`src/rtl/mem_arbiter.sv`:
```
// Round-robin arbiter that shares one cache-line memory port between the I-cache and the D-cache.
// Only one transaction is in flight at a time. All outputs are registered, and each requester gets a one-cycle ready pulse.
module mem_arbiter #(
    parameter int ADDR_W = 28,
    parameter int DATA_W = 128
) (
    input  logic              clk,
    input  logic              rst,
    input  logic              i_read,
    input  logic              i_write,
    input  logic [ADDR_W-1:0] i_addr,
    input  logic [DATA_W-1:0] i_wdata,
    output logic [DATA_W-1:0] i_rdata,
    output logic              i_ready,
    input  logic              d_read,
    input  logic              d_write,
    input  logic [ADDR_W-1:0] d_addr,
    input  logic [DATA_W-1:0] d_wdata,
    output logic [DATA_W-1:0] d_rdata,
    output logic              d_ready,
    output logic              mem_read,
    output logic              mem_write,
    output logic [ADDR_W-1:0] mem_addr,
    output logic [DATA_W-1:0] mem_wdata,
    input  logic [DATA_W-1:0] mem_rdata,
    input  logic              mem_ready
);
    typedef enum logic [1:0] {IDLE, BUSY_I, BUSY_D, RELEASE} state_t;

    typedef struct packed {
        logic              rd;
        logic              wr;
        logic [ADDR_W-1:0] addr;
        logic [DATA_W-1:0] wdata;
    } req_t;

    localparam logic GNT_I = 1'b0;
    localparam logic GNT_D = 1'b1;

    state_t            state_q, state_d;
    logic              last_grant_q, last_grant_d;
    logic              mem_read_q, mem_read_d;
    logic              mem_write_q, mem_write_d;
    logic [ADDR_W-1:0] mem_addr_q, mem_addr_d;
    logic [DATA_W-1:0] mem_wdata_q, mem_wdata_d;
    logic              i_ready_q, i_ready_d;
    logic              d_ready_q, d_ready_d;
    logic [DATA_W-1:0] i_rdata_q, i_rdata_d;
    logic [DATA_W-1:0] d_rdata_q, d_rdata_d;

    logic req_i, req_d;
    req_t win;

    assign req_i = i_read | i_write;
    assign req_d = d_read | d_write;

    // State register
    always_ff @(posedge clk) begin
        if (rst) begin
            state_q      <= IDLE;
            last_grant_q <= GNT_I;
        end else begin
            state_q      <= state_d;
            last_grant_q <= last_grant_d;
        end
    end

    // Next state: on a tie in IDLE, the requester that was not granted last time wins
    always_comb begin
        state_d      = state_q;
        last_grant_d = last_grant_q;
        case (state_q)
            IDLE: begin
                if (req_i && (!req_d || last_grant_q == GNT_D)) begin
                    state_d      = BUSY_I;
                    last_grant_d = GNT_I;
                end else if (req_d) begin
                    state_d      = BUSY_D;
                    last_grant_d = GNT_D;
                end
            end
            BUSY_I, BUSY_D: if (mem_ready) state_d = RELEASE;
            default:        state_d = IDLE;
        endcase
    end

    // Output next values; the winner's command is latched only on the grant edge
    always_comb begin
        win.rd    = i_read;
        win.wr    = i_write;
        win.addr  = i_addr;
        win.wdata = i_wdata;
        if (last_grant_d == GNT_D) begin
            win.rd    = d_read;
            win.wr    = d_write;
            win.addr  = d_addr;
            win.wdata = d_wdata;
        end
        mem_read_d  = mem_read_q;
        mem_write_d = mem_write_q;
        mem_addr_d  = mem_addr_q;
        mem_wdata_d = mem_wdata_q;
        i_ready_d   = 1'b0;
        d_ready_d   = 1'b0;
        i_rdata_d   = i_rdata_q;
        d_rdata_d   = d_rdata_q;
        case (state_q)
            IDLE: begin
                if (state_d != IDLE) begin
                    mem_write_d = win.wr;
                    mem_read_d  = win.rd & ~win.wr;
                    mem_addr_d  = win.addr;
                    mem_wdata_d = win.wdata;
                end
            end
            BUSY_I, BUSY_D: begin
                if (mem_ready) begin
                    mem_read_d  = 1'b0;
                    mem_write_d = 1'b0;
                    if (state_q == BUSY_I) begin
                        i_ready_d = 1'b1;
                        i_rdata_d = mem_rdata;
                    end else begin
                        d_ready_d = 1'b1;
                        d_rdata_d = mem_rdata;
                    end
                end
            end
            default: ;
        endcase
    end

    always_ff @(posedge clk) begin
        if (rst) begin
            mem_read_q  <= 1'b0;
            mem_write_q <= 1'b0;
            mem_addr_q  <= '0;
            mem_wdata_q <= '0;
            i_ready_q   <= 1'b0;
            d_ready_q   <= 1'b0;
            i_rdata_q   <= '0;
            d_rdata_q   <= '0;
        end else begin
            mem_read_q  <= mem_read_d;
            mem_write_q <= mem_write_d;
            mem_addr_q  <= mem_addr_d;
            mem_wdata_q <= mem_wdata_d;
            i_ready_q   <= i_ready_d;
            d_ready_q   <= d_ready_d;
            i_rdata_q   <= i_rdata_d;
            d_rdata_q   <= d_rdata_d;
        end
    end

    assign mem_read  = mem_read_q;
    assign mem_write = mem_write_q;
    assign mem_addr  = mem_addr_q;
    assign mem_wdata = mem_wdata_q;
    assign i_ready   = i_ready_q;
    assign d_ready   = d_ready_q;
    assign i_rdata   = i_rdata_q;
    assign d_rdata   = d_rdata_q;
endmodule

```
`config.mk`:
```
export PLATFORM = sky130hd
export DESIGN_NAME = mem_arbiter
export DESIGN_NICKNAME = d
export VERILOG_FILES = /design/src/rtl/mem_arbiter.sv
export SDC_FILE = /design/constraint.sdc
export NUM_CORES = 1
export LEC_CHECK = 0
export ABC_AREA = 1
export BUFFER_PORTS_ARGS = -buffer_cell sky130_fd_sc_hd__clkbuf_2
export CAP_MARGIN = 10
export CORE_AREA = 2 2 332 334
export DETAILED_ROUTE_END_ITERATION = 10
export DIE_AREA = 0 0 334 336
export MAX_ROUTING_LAYER = met4
export PLACE_DENSITY = 0.42
export SETUP_SLACK_MARGIN = 0.5
export SYNTH_ARGS = -nofsm -noshare
export SYNTH_HDL_FRONTEND = slang
export SYNTH_SLANG_ARGS = --single-unit
```
`constraint.sdc`:
```
create_clock -name clk -period 2.14 [get_ports clk]
set_input_delay 0 -clock clk [delete_from_list [all_inputs] [get_ports clk]]
set_output_delay 0 -clock clk [all_outputs]
set_load 0.02 [all_outputs]
```
==> out/metrics.csv <==
metric,value,unit
status,"finished, final reports clean",
Pwr Total,0.05178,W
critical path peak fanout,7,
initial antenna violation count,12,
placer's final routability congestion estimate,0.8441,
clock root cell,clkbuf_16,
Pleak,15.13,nW
clock power share,18.1,%
share of power burned in registers,22.8,%
Rel. slew slack,41.11,%
HP Class,primary input to flop,
Synth top area share,49.70,%
largest net degree at the start of global routing,131,
layout filler cell count,11695,
Switching Share,45.16,%
Skew-Pair Late Insertion Delay,0.65,ns
endpoints failing setup,0,
starting density of the core,15.57,%
CTS tree,yes,
grt total ovfl,0,
CP startpoint kind,flop,
first-iteration detailed-routing DRC count,915,
Worst EP required,2.69,ns
IO Count,863,
Routed Antenna Nets,0,
Worst VDD drop,0.001055,V
RSZ-0062 raised after global routing,yes,
worst-margin pin slew,0.8834,ns
detailed placer's ending HPWL,62.67,mm
hold-critical path depth,4,
area growth from synthesis to layout,91.33,%
first-pass GRT wire length,134.3,mm
CTS Buf Count,53,
internal power,0.02840,W
Gate power share,59.1,%
total global routing track utilization,16.10,%
Reg2Reg Depth,13,
crit path cell chain,inv_2 > ha_4 > inv_6 > a21oi_2 > nand2_1 > nand2_2 > nand2_4 > a21oi_4 > buf_12 > buf_16 > buf_6 > nor2_1 > nor2_1,
syn nets,2841,
cell taking the most area after synthesis,dfxtp_1,
Worst Skew,0.03064,ns
Worst setup EP type,flop,
vias in the first global route,21446,
H-tree Lvls,2,
Setup WS post-layout,0.2005,ns
Core Area,0.1084,mm^2
cell family with most CP delay,buffers and inverters,
P per Cell Area,1603,mW/mm^2
Net Switching,0.02338,W
most frequent CP cell,nor2_1,
post-synthesis instance area,0.01688,mm^2
number of synthesized register bits,419,
Die W,334,um
yosys warns,0,
"worst slack, placed",0.08311,ns
post-route cell area,0.03229,mm^2
slowest CP cell,dfxtp_2,
post-DR vias/cell,4.143,
Core Rows,121,
"Hold Vio Cnt, Final",0,
min Tclk post-route,1.939,ns
Port Buffers,862,
max-slew violations,0,
Yosys cell types,19,
share of post-route cells with drive strength above 1,33.76,%
DIE HEIGHT,336,um
Routed WL per cell,18.61,um
final setup TNS,0,ns
Worst-path clk slew,0.06,ns
Worst Path Buf+Inv,5,
final worst path period share,90.63,%
critical path class,flop to flop,
largest cells by area after synthesis,"dfxtp_1, nor2_1, o21ai_0",
"Cell Area, Placed",0.02338,mm^2
"Seq/Total Area, Yosys",49.70,%
Critical Path AT,2.49,ns
fmax,0.5156,GHz
Total Wirelength,97.21,mm
clock sink total,419,
max cap viols,0,
CTS Buffer Depth,3,
Worst path depth,13,
Layout Nets,4206,
placed insts,4573,
via count,21641,
post-synthesis cell count,2391,
final std cells w/o fill,5224,
Remaining DRCs,0,
syn avg cell area,7.058,um^2
Total Die Area,0.1122,mm^2
DR pass1 iterations,5,
"Largest stage delay, worst path",0.33,ns
## Yosys cell counts, drive strengths merged
library cell	instances
buf	90
nor2	835
clkbuf	114
nand3	164
ha	3
nand4	156
inv	13
nand2	333
a21oi	3
or2	1
o21ai	260
dfxtp	419
## worst min-delay path: cells and delay by family
kind                   cells  cell delay, ns
buffers and inverters      2            0.62
and+or+nand+nor            2            0.11
## path summary, 6_finish.rpt
path	startpoint	endpoint	slack (ns)
setup / recovery	state_q[1]	mem_wdata[11]	0.20
hold / removal	mem_rdata[14]	d_rdata[14]	0.12
setup reg to reg	state_q[1]	mem_wdata[11]	0.20
hold reg to reg	mem_wdata[14]	mem_wdata[14]	0.48
## timing repair
item	CTS	global route
hold buffers	446	0
setup buffers	37	11
pin swaps	30	131
gates resized for setup	84	255
gates cloned	25	23
endpoints found under the hold margin	419	0
endpoints found under the setup margin	324	413
## kinds of logic after synthesis
| group | after synthesis | share of synthesized area (%) |
|---|---|---|
| and+or+nand+nor | 1489 | 36.69 |
| DFF | 419 | 49.70 |
| AOI/OAI and AO/OA | 263 | 7.844 |
| buffers and inverters | 217 | 5.538 |
| adders and majority gates | 3 | 0.2224 |
## registers in the layout (all words and copies together), names as in the netlist
| name | flops |
|---|---|
| d_rdata | 128 |
| state_q | 2 |
| i_ready | 1 |
| mem_write | 1 |
| d_ready | 1 |
| mem_read | 1 |
| last_grant_q | 1 |
| mem_wdata | 128 |
| mem_addr | 28 |
| i_rdata | 128 |
## layout make-up
type | instances | area (um^2) | area share (%)
diodes | 10 | 25.02 | 0.07750
clock buffers | 78 | 1570 | 4.863
clock inverters | 21 | 255.2 | 0.7905
inverters | 13 | 85.08 | 0.2635
multi-input cells | 1758 | 8144 | 25.22
flip-flops and latches | 419 | 8391 | 25.99
well taps | 1414 | 1769 | 5.479
repair buffers | 1511 | 12050 | 37.32
## power by group through the flow
stage	sequential, W	combinational [W]	clock (W)
floorplan	0.0144	0.0110	0
global placement	0.0117	0.0220	0
detailed placement	0.0117	0.0220	0
CTS	0.0116	0.0267	0.00973
global route	0.0121	0.0330	0.00998
finish	0.0118	0.0306	0.00937
## per-stage QoR
step | utilization [%] | hold WS, ns
global placement | 21.57 | 0.2357
finish | 29.79 | 0.1236
floorplan | - | 0.06497
detailed placement | 21.57 | 0.2434
CTS | 28.64 | 0.04929
global route | 29.79 | 0.09550
## routing by layer
layer | vias up | routed length, um | share of wire [%] | global-route usage [%]
li1 | 10584 | - | - | -
met1 | 10129 | 41610 | 43 | 18.95
met2 | 782 | 46210 | 48 | 26.62
met3 | 146 | 6477 | 6.7 | 4.083
met4 | 0 | 2909 | 3.0 | 5.559
met5 | - | 0 | 0 | -
## cell usage in the layout (no fill, tap or decap), drive strengths merged
cell type | synthesis | layout
or2 | 1 | 1
ha | 3 | 3
diode | 0 | 10
dlygate4sd3 | 0 | 446
clkinv | 0 | 12
clkbuf | 114 | 959
bufbuf | 0 | 2
clkinvlp | 0 | 3
nor2 | 835 | 835
inv | 13 | 16
a21oi | 3 | 3
nand3 | 164 | 164
o21ai | 260 | 260
nand2 | 333 | 336
dfxtp | 419 | 419
bufinv | 0 | 3
buf | 90 | 182
nand4 | 156 | 156
(Power assumes the default switching activity.)
